--- config.mk ---
export PLATFORM = sky130hd
export DESIGN_NAME = elevator_car_controller
export DESIGN_NICKNAME = d
export VERILOG_FILES = /design/src/rtl/elevator_pkg.sv /design/src/rtl/elevator_target_select.sv /design/src/rtl/elevator_car_controller.sv
export SDC_FILE = /design/constraint.sdc
export NUM_CORES = 1
export LEC_CHECK = 0
export CORE_MARGIN = 1.5
export CORE_UTILIZATION = 53
export DETAILED_ROUTE_END_ITERATION = 8
export GPL_TIMING_DRIVEN = 0
export PLACE_DENSITY = 0.8
export REMOVE_ABC_BUFFERS = 1
export SLEW_MARGIN = 10
export SYNTH_ARGS = -nofsm -noshare
export SYNTH_HDL_FRONTEND = slang
export SYNTH_HIERARCHICAL = 1
export SYNTH_SLANG_ARGS = --single-unit
--- constraint.sdc ---
create_clock -name clk -period 4 [get_ports clk]
set_input_delay 0.8 -clock clk [delete_from_list [all_inputs] [get_ports clk]]
set_output_delay 0.8 -clock clk [all_outputs]
set_load 0.005 [all_outputs]
--- src/rtl/elevator_pkg.sv ---
// Shared definitions for the elevator car controller: floor geometry,
// direction encoding and the car FSM state type.
package elevator_pkg;

  localparam int NUM_FLOORS = 8;
  localparam int FLOOR_W    = 3;

  localparam logic DIR_UP   = 1'b1;
  localparam logic DIR_DOWN = 1'b0;

  typedef enum logic [1:0] {
    IDLE      = 2'd0,
    MOVE_UP   = 2'd1,
    MOVE_DOWN = 2'd2,
    DOOR_OPEN = 2'd3
  } car_state_t;

  // One-hot floor mask, bit n = floor n.
  function automatic logic [NUM_FLOORS-1:0] floor_onehot(input logic [FLOOR_W-1:0] f);
    return NUM_FLOORS'(1) << f;
  endfunction

endpackage

--- src/rtl/elevator_target_select.sv ---
// Combinational view of the pending bitmap relative to a floor:
// is anything requested above, below, or exactly here.
module elevator_target_select
  import elevator_pkg::*;
(
  input  logic [NUM_FLOORS-1:0] pending,
  input  logic [FLOOR_W-1:0]    floor,
  output logic                  targets_above,
  output logic                  targets_below,
  output logic                  target_here
);

  // Classify every set pending bit against the reference floor.
  always_comb begin
    targets_above = 1'b0;
    targets_below = 1'b0;
    target_here   = 1'b0;
    for (int i = 0; i < NUM_FLOORS; i++) begin
      if (pending[i]) begin
        if (i > int'(floor))      targets_above = 1'b1;
        else if (i < int'(floor)) targets_below = 1'b1;
        else                      target_here   = 1'b1;
      end
    end
  end

endmodule

--- src/rtl/elevator_car_controller.sv ---
// Single elevator car: accepts hall requests dispatched to this car and
// in-car calls, travels floor by floor and opens the door at targets.
// Optional feature macro: ELEV_DOOR_HOLD_EN adds a door_hold input that
// keeps the door open while asserted.
//
// Handshake: a hall request is a single-cycle offer (request_valid with
// dispatch_elev == ELEV_ID); it is always taken, and request_ack pulses on
// the following cycle. There is no backpressure.
//
// state_dbg exposes the FSM state (car_state_t encoding); last_req_dir
// holds the direction of the most recently accepted hall request.
module elevator_car_controller
  import elevator_pkg::*;
#(
  parameter logic [1:0] ELEV_ID     = 2'b01,
  parameter int         FLOOR_TICKS = 4,
  parameter int         DOOR_TICKS  = 8
) (
  input  logic                  clk,
  input  logic                  rst_n,
  input  logic [1:0]            dispatch_elev,
  input  logic                  request_valid,
  input  logic [FLOOR_W-1:0]    request_floor,
  input  logic                  request_dir,
  input  logic                  car_call_valid,
  input  logic [FLOOR_W-1:0]    car_call_floor,
`ifdef ELEV_DOOR_HOLD_EN
  input  logic                  door_hold,
`endif
  output logic                  request_ack,
  output logic [FLOOR_W-1:0]    current_floor,
  output logic                  current_dir,
  output logic                  door_open,
  output logic [NUM_FLOORS-1:0] pending,
  output logic [1:0]            state_dbg,
  output logic                  last_req_dir
);

  // Counters run from N-1 down to 0, so a load covers exactly N cycles.
  localparam int TW = (FLOOR_TICKS > 1) ? $clog2(FLOOR_TICKS) : 1;
  localparam int DW = (DOOR_TICKS > 1) ? $clog2(DOOR_TICKS) : 1;
  localparam logic [TW-1:0] TRAVEL_LOAD = TW'(FLOOR_TICKS - 1);
  localparam logic [DW-1:0] DOOR_LOAD   = DW'(DOOR_TICKS - 1);

  car_state_t              state_q, state_d;
  logic [FLOOR_W-1:0]      floor_q, floor_d;
  logic                    dir_q, dir_d;
  logic [NUM_FLOORS-1:0]   pending_q, pending_d;
  logic                    ack_q, ack_d;
  logic                    last_dir_q, last_dir_d;
  logic                    door_open_q, door_open_d;
  logic [TW-1:0]           travel_cnt_q, travel_cnt_d;
  logic [DW-1:0]           door_cnt_q, door_cnt_d;

  logic                    accept;
  logic                    arrive;
  logic [NUM_FLOORS-1:0]   pending_set;
  logic                    targets_above, targets_below, target_here;

  // Request intake and the floor the car occupies after this edge.
  always_comb begin
    accept      = request_valid && (dispatch_elev == ELEV_ID);
    pending_set = pending_q
                | (accept         ? floor_onehot(request_floor)  : '0)
                | (car_call_valid ? floor_onehot(car_call_floor) : '0);
    arrive      = ((state_q == MOVE_UP) || (state_q == MOVE_DOWN)) && (travel_cnt_q == '0);
    floor_d     = floor_q;
    if (arrive) begin
      floor_d = (state_q == MOVE_UP) ? floor_q + FLOOR_W'(1) : floor_q - FLOOR_W'(1);
    end
  end

  // Targets are judged at the arrival floor when a floor is reached,
  // otherwise at the current floor.
  elevator_target_select u_target_select (
    .pending       (pending_q),
    .floor         (floor_d),
    .targets_above (targets_above),
    .targets_below (targets_below),
    .target_here   (target_here)
  );

  // Car FSM next state, counters, direction and pending update.
  always_comb begin
    state_d      = state_q;
    dir_d        = dir_q;
    travel_cnt_d = travel_cnt_q;
    door_cnt_d   = door_cnt_q;

    case (state_q)
      IDLE: begin
        if (target_here) begin
          state_d    = DOOR_OPEN;
          door_cnt_d = DOOR_LOAD;
        end else if ((dir_q == DIR_UP) && targets_above) begin
          state_d      = MOVE_UP;
          travel_cnt_d = TRAVEL_LOAD;
        end else if ((dir_q == DIR_DOWN) && targets_below) begin
          state_d      = MOVE_DOWN;
          travel_cnt_d = TRAVEL_LOAD;
        end else if ((dir_q == DIR_UP) && targets_below) begin
          dir_d        = DIR_DOWN;
          state_d      = MOVE_DOWN;
          travel_cnt_d = TRAVEL_LOAD;
        end else if ((dir_q == DIR_DOWN) && targets_above) begin
          dir_d        = DIR_UP;
          state_d      = MOVE_UP;
          travel_cnt_d = TRAVEL_LOAD;
        end
      end
      MOVE_UP, MOVE_DOWN: begin
        if (!arrive) begin
          travel_cnt_d = travel_cnt_q - TW'(1);
        end else if (target_here) begin
          state_d    = DOOR_OPEN;
          door_cnt_d = DOOR_LOAD;
        end else if ((state_q == MOVE_UP) ? targets_above : targets_below) begin
          travel_cnt_d = TRAVEL_LOAD;
        end else begin
          state_d = IDLE;
        end
      end
      DOOR_OPEN: begin
`ifdef ELEV_DOOR_HOLD_EN
        if (door_hold) begin
          door_cnt_d = DOOR_LOAD;
        end else
`endif
        if (door_cnt_q == '0) begin
          state_d = IDLE;
        end else begin
          door_cnt_d = door_cnt_q - DW'(1);
        end
      end
      default: state_d = IDLE;
    endcase

    // The open door serves its own floor, so that bit is never left set,
    // including on the cycle the door closes.
    pending_d = pending_set;
    if ((state_d == DOOR_OPEN) || (state_q == DOOR_OPEN)) begin
      pending_d = pending_set & ~floor_onehot(floor_d);
    end

    ack_d       = accept;
    last_dir_d  = accept ? request_dir : last_dir_q;
    door_open_d = (state_d == DOOR_OPEN);
  end

  // All state and registered outputs; synchronous active-low reset.
  always_ff @(posedge clk) begin
    if (!rst_n) begin
      state_q      <= IDLE;
      floor_q      <= '0;
      dir_q        <= DIR_UP;
      pending_q    <= '0;
      ack_q        <= 1'b0;
      last_dir_q   <= DIR_UP;
      door_open_q  <= 1'b0;
      travel_cnt_q <= '0;
      door_cnt_q   <= '0;
    end else begin
      state_q      <= state_d;
      floor_q      <= floor_d;
      dir_q        <= dir_d;
      pending_q    <= pending_d;
      ack_q        <= ack_d;
      last_dir_q   <= last_dir_d;
      door_open_q  <= door_open_d;
      travel_cnt_q <= travel_cnt_d;
      door_cnt_q   <= door_cnt_d;
    end
  end

  assign request_ack   = ack_q;
  assign current_floor = floor_q;
  assign current_dir   = dir_q;
  assign door_open     = door_open_q;
  assign pending       = pending_q;
  assign state_dbg     = state_q;
  assign last_req_dir  = last_dir_q;

endmodule

Word level (Yosys, flattened, before mapping). Cells that the tools add are included.

Register bits: 22.

$add $sub $neg: 4. Order comparisons: 14. Equal/unequal tests: 11. Shifts and indexed selects: 3. Mux-type cells: 87. Bitwise gates (word level): 8. Reduce and logical (&&, ||, !) cells: 17.

Operators by type and width (count): two-way mux 1 bit (59); two-way mux 2 bit (17); two-way mux 8 bit (3); << shifter 1 x 3 -> 8 bit (first input constant) (3); OR 8 bit (2); two-way mux 3 bit (5); > comparator 3 bit (first input constant) (4); AND reduction 5 bit (2); less-than comparator 3 bit (first input constant) (3); one-hot mux 3 bit (3 select lines) (1); bitwise AND 8 bit (1); inverter 8 bit (1); == test 2 bit (second input constant) (3); > comparator 2 x 3 -> 1 bit (first input constant) (2); logical AND 1 bit (6); less-than comparator 1 x 3 -> 1 bit (first input constant) (2); less-than comparator 2 x 3 -> 1 bit (first input constant) (2); inequality test 2 bit (second input constant) (3); inequality test 3 bit (second input constant) (2); one-hot mux 2 bit (3 select lines) (1); subtractor 3 x 1 -> 3 bit (second input constant) (2); inequality test 5 bit (second input constant) (1); == test 2 x 1 -> 1 bit (second input constant) (2); logical NOT 2 bit (2); other kinds (10) (15).

Depth between registers and ports, before layout.
Depth after elaboration: 34. Depth in mapped cells: 16. Depth with buffers taken out: 14.

Hierarchy. The synthesis kept the hierarchy.

By module, submodules not included: elevator_car_controller (times used 1, cells an instance 169, area an instance 1488.9 µm², seq. area each 440.4 µm²); elevator_target_select (times used 1, cells an instance 33, area an instance 211.5 µm², seq. area each 0.0 µm²).

Worst setup path after synthesis. No wires, ideal clock.

Path type: register to register. Start point: reg state_q[1] (netlist: state_dbg[1]). End point: reg pending_q[4] (netlist: pending[4]). Library setup time: 0.086 ns. Arrival: 3.375 ns. Data required time: 3.914 ns. Path slack: 0.539 ns. Cell stages (with the launch flop): 14. Buffers on the path: 0. Period minus slack after synthesis: 3.461 ns. Cell sequence: dfxtp_1 > inv_1 > ha_1 > fa_1 > and3_1 > nor2_1 > inv_1 > a21oi_1 > o21ai_0 > a211o_1 > mux2_4 > a221oi_4 > a22oi_1 > a211oi_1.

Elaborated cells between the ends (all ways): 100. Those cells by class: 14 x order compare; 4 x eq/ne; 1 x shift; 70 x mux; 2 x bitwise; 9 x reduce/logical.

RTL lines: start, declared (RTL line elevator_car_controller.sv:45) `car_state_t state_q, state_d;`; start signal, assigned (RTL line elevator_car_controller.sv:163) `state_q <= state_d;`; == test 2 x 1 -> 1 bit / == test 2 bit (equally long branches) (RTL line elevator_car_controller.sv:66, elevator_car_controller.sv:69); logical OR 1 bit (RTL line elevator_car_controller.sv:66) `arrive = ((state_q == MOVE_UP) || (state_q == MOVE_DOWN)) && (travel_cnt_q == '0);`; logical AND 1 bit (RTL line elevator_car_controller.sv:66); two-way mux 3 bit (*) (RTL line elevator_car_controller.sv:68) `if (arrive) begin`; named net floor_d[1] (RTL line elevator_car_controller.sv:46) `logic [FLOOR_W-1:0] floor_q, floor_d;`; > comparator 1 x 3 -> 1 bit (RTL line elevator_target_select.sv:20) `if (i > int'(floor)) targets_above = 1'b1;`; two-way mux 1 bit (RTL line elevator_target_select.sv:20); two-way mux 1 bit (RTL line elevator_target_select.sv:19) `if (pending[i]) begin`; (+12 left out); named net targets_above (RTL line elevator_car_controller.sv:58) `logic targets_above, targets_below, target_here;`; (+2 left out); two-way mux 2 bit (RTL line elevator_car_controller.sv:101) `end else if ((dir_q == DIR_UP) && targets_below) begin`; two-way mux 2 bit (RTL line elevator_car_controller.sv:98) `end else if ((dir_q == DIR_DOWN) && targets_below) begin`; two-way mux 2 bit (RTL line elevator_car_controller.sv:95) `end else if ((dir_q == DIR_UP) && targets_above) begin`; two-way mux 2 bit (RTL line elevator_car_controller.sv:92) `if (target_here) begin`; one-hot mux 2 bit (3 select lines) (*) (RTL line elevator_car_controller.sv:90) `case (state_q)`; == test 2 bit (*) (RTL line elevator_car_controller.sv:141) `if ((state_d == DOOR_OPEN) || (state_q == DOOR_OPEN)) begin`; logical OR 1 bit (*) (RTL line elevator_car_controller.sv:141); two-way mux 8 bit (*) (RTL line elevator_car_controller.sv:141); end signal, assigned (RTL line elevator_car_controller.sv:166) `pending_q <= pending_d;`; end, declared (RTL line elevator_car_controller.sv:48) `logic [NUM_FLOORS-1:0] pending_q, pending_d;`.

Mark *: on every way through the listed nets, which the timed path passes. The rest lies on a longest branch. A chain may end at the register's enable or synchronous reset.

Worst setup path after layout.
Start point: reg state_q[1] (netlist: state_dbg[1]). End point: reg pending_q[7] (netlist: pending[7]).

Same word-level chain as after synthesis.

==> results.cfg <==
[detailed_routing]
first_pass_iters = 5
first_iter_violations = 200
drc = 0
routed_wl_mm = 4.58
num_vias = 1738
vias_per_cell = 6.30
ant_nets = 0
wire_per_inst_um = 16.6

[clock_tree]
cts.sinks = 22
cts-root-buf = clkbuf_4
clk_latency_ps = 320
cts_buffers = 3
htreeDepth = 1
cts_tree = yes
hold_buffers = 0
clock_path_buffers = 2
clk_pin_slew_ps = 130

[die]
die-area_sq_um = 3560
coreArea_sq_um = 3050
die_w_um = 59.6
start_util = 0.557
placementRows = 20
ios = 30
die_y_um = 59.6

[hold_path]
hold_start = door_cnt_q[0]
holdPathStages = 1
hold_path_class = reg -> reg
hold_end = door_cnt_q[0]

[setup_path]
critPathKind = reg -> reg
cp_max_fo = 7
required_ps = 4240
rrSetupSlack_ps = 190
worstPathArrival_ps = 4050
crit-reg2reg-capture = pending[7]
start_kind = flip-flop
crit_path_end_kind = flip-flop
reg2reg_depth = 13
r2r_start = state_dbg[1]

[timing]
skew_ps = 2.38
finalHoldViolCount = 0
hold_slack_ps = 487
fin_crit_ps = 3810
max_freq_ghz = 0.263
tightestPinTransition_ps = 607
setup_ws_ps = 192
setup_viol = 0
rsz0062_at_grt = false
setup_tns_ps = 0
slew_violations = 0
relSlewSlack = 0.591
period_share = 0.952

[global_routing]
grt_pass1_wl_mm = 7.29
grt_pass1_vias = 1516
grt_overflow = 0
grtUsageTotal = 0.267
antenna_found_initial = 0
grt_max_degree = 15

[synth]
synth_edf_count = 0
synthTopCellsByArea = dfxtp_1 26%, a211oi_1 6.6%, ha_1 5.9%
async_flop_share = 0
synthCells = 202
synth_flop_cell = dfxtp_1
synth_top_area_share = 0.259
syn_avg_cell_area_sq_um = 8.42
ys_types = 58
synth_area_leader_cell = dfxtp_1
syn-cell-area_sq_um = 1700
ys_ff_latch = 22
synthTopCellsByCount = 22 x dfxtp_1, 17 x a21oi_1, 17 x inv_1
synth_most_common_cell = dfxtp_1
yosysSeqAreaShare = 0.259
yosys_warnings = 6

[place]
hpwl_mm = 3.31
io_buffers = 29
place_congestion = 0.897
dp.cells = 269
place_ws_ps = -412
placed_area_sq_um = 2000

[final_layout]
n_fill_cell = 258
syn_to_final_growth_pct = 25.2
design_area_sq_um = 2130
n_antenna_cell = 0
drive_gt1_frac = 0.112
final_cell_count_no_fill = 276
nets = 255

[power]
power.density_nw_per_um2 = 806
ir_drop_uv = 464
p_leak_uw = 0.000781

[outcome]
status = completed

[flow_run]
maxCapViolations = 0
-- cell usage in the layout, fill, tap and decap left out, types with 2 or more instances in the layout --
cell type        instances
a211o_1                  3
a211oi_1                15
a21oi_1                 17
a22oi_1                  2
a31o_2                   3
a31oi_1                  3
a32oi_1                  3
a41oi_1                  4
and2_1                   2
and3_1                   3
buf_4                    3
clkbuf_4                 3
clkdlybuf4s50_1         29
dfxtp_1                 20
dfxtp_2                  2
ha_1                     7
inv_1                   17
mux2i_1                  4
nand2_1                  6
nand2b_1                 4
nand3_1                  6
nor2_1                   9
nor2b_1                  2
nor3_1                   7
nor4bb_1                 2
o21a_1                   3
o21ai_0                 13
o31a_1                   2
o32a_1                   3
xnor2_4                  2
-- cell type report --
cell class | instances | area, sq um | area share
timing repair buffer | 32 | 313 | 0.147
clock buffer | 3 | 22.5 | 0.0106
inverter | 18 | 67.6 | 0.0317
clock inverter | 1 | 30.0 | 0.0141
sequential | 22 | 443 | 0.208
tap | 44 | 55.1 | 0.0259
multi-input combinational | 156 | 1200 | 0.563
-- per-stage QoR --
| step | total power, uW | util |
|---|---|---|
| floorplan | 1120 | - |
| global placement | 1350 | 0.656 |
| detailed placement | 1390 | 0.656 |
| CTS | 1610 | 0.683 |
| global route | 1860 | 0.697 |
| finish | 1720 | 0.697 |
-- worst max path at each step --
stage                 startpoint         end  cells after the start
finish              state_dbg[1]  pending[7]                     13
global route        state_dbg[1]  pending[6]                     13
CTS                 state_dbg[1]  pending[7]                     13
detailed placement  state_dbg[0]  pending[7]                     12
global placement    state_dbg[0]  pending[5]                     12
floorplan           state_dbg[0]  pending[4]                     12
-- layer usage --
layer / global-route usage / vias to the layer above / wire length [um] / share of wire
met5: 0 / - / 0 / 0
met1: 0.370 / 815 / 1930 / 0.42
met3: 0.0197 / 8 / 273 / 0.060
met2: 0.453 / 80 / 2310 / 0.50
met4: 0.0508 / 0 / 61 / 0.013
li1: - / 835 / - / -
-- power breakdown --
group	switching [uW]	total, uW	internal (uW)
Combinational	655	1180	521
Clock	74.4	176	101
Sequential	80.5	363	283
Total	810	1720	905
-- registers in the layout (all words and copies together), names as in the netlist --
signal and count:
current_dir 1, state_dbg 2, travel_cnt_q 2, pending 8, last_req_dir 1, door_open 1, request_ack 1, door_cnt_q 3
current_floor 3
-- what timing repair did --
action,in CTS,in global routing
pin swaps,0,1
setup buffers,0,3
gates resized for setup,5,5
hold endpoints to repair,0,0
setup endpoints to repair,15,13
-- critical path, cell delays in order (launching register included) --
cell and delay [ps]:
dfxtp_2 390, inv_1 150, ha_1 310, fa_1 450
and3_1 260, nor2_4 190, inv_1 130, a21oi_1 130
o21ai_0 90, a211o_1 390, mux2_4 310, a221oi_4 460
a22oi_1 200, a211oi_1 270
-- kinds of logic (layout without fill, tap and decap cells) --
| logic type | count (synthesis) | count (layout) | synth area share |
|---|---|---|---|
| buf+inv | 24 | 54 | 0.0655 |
| compound gates | 81 | 81 | 0.348 |
| simple gates | 56 | 56 | 0.190 |
| xor+xnor | 5 | 5 | 0.0346 |
| fa+ha+maj | 9 | 9 | 0.0706 |
| mux | 5 | 5 | 0.0324 |
| flops | 22 | 22 | 0.259 |
No activity file was read; power rests on OpenSTA's default activity.
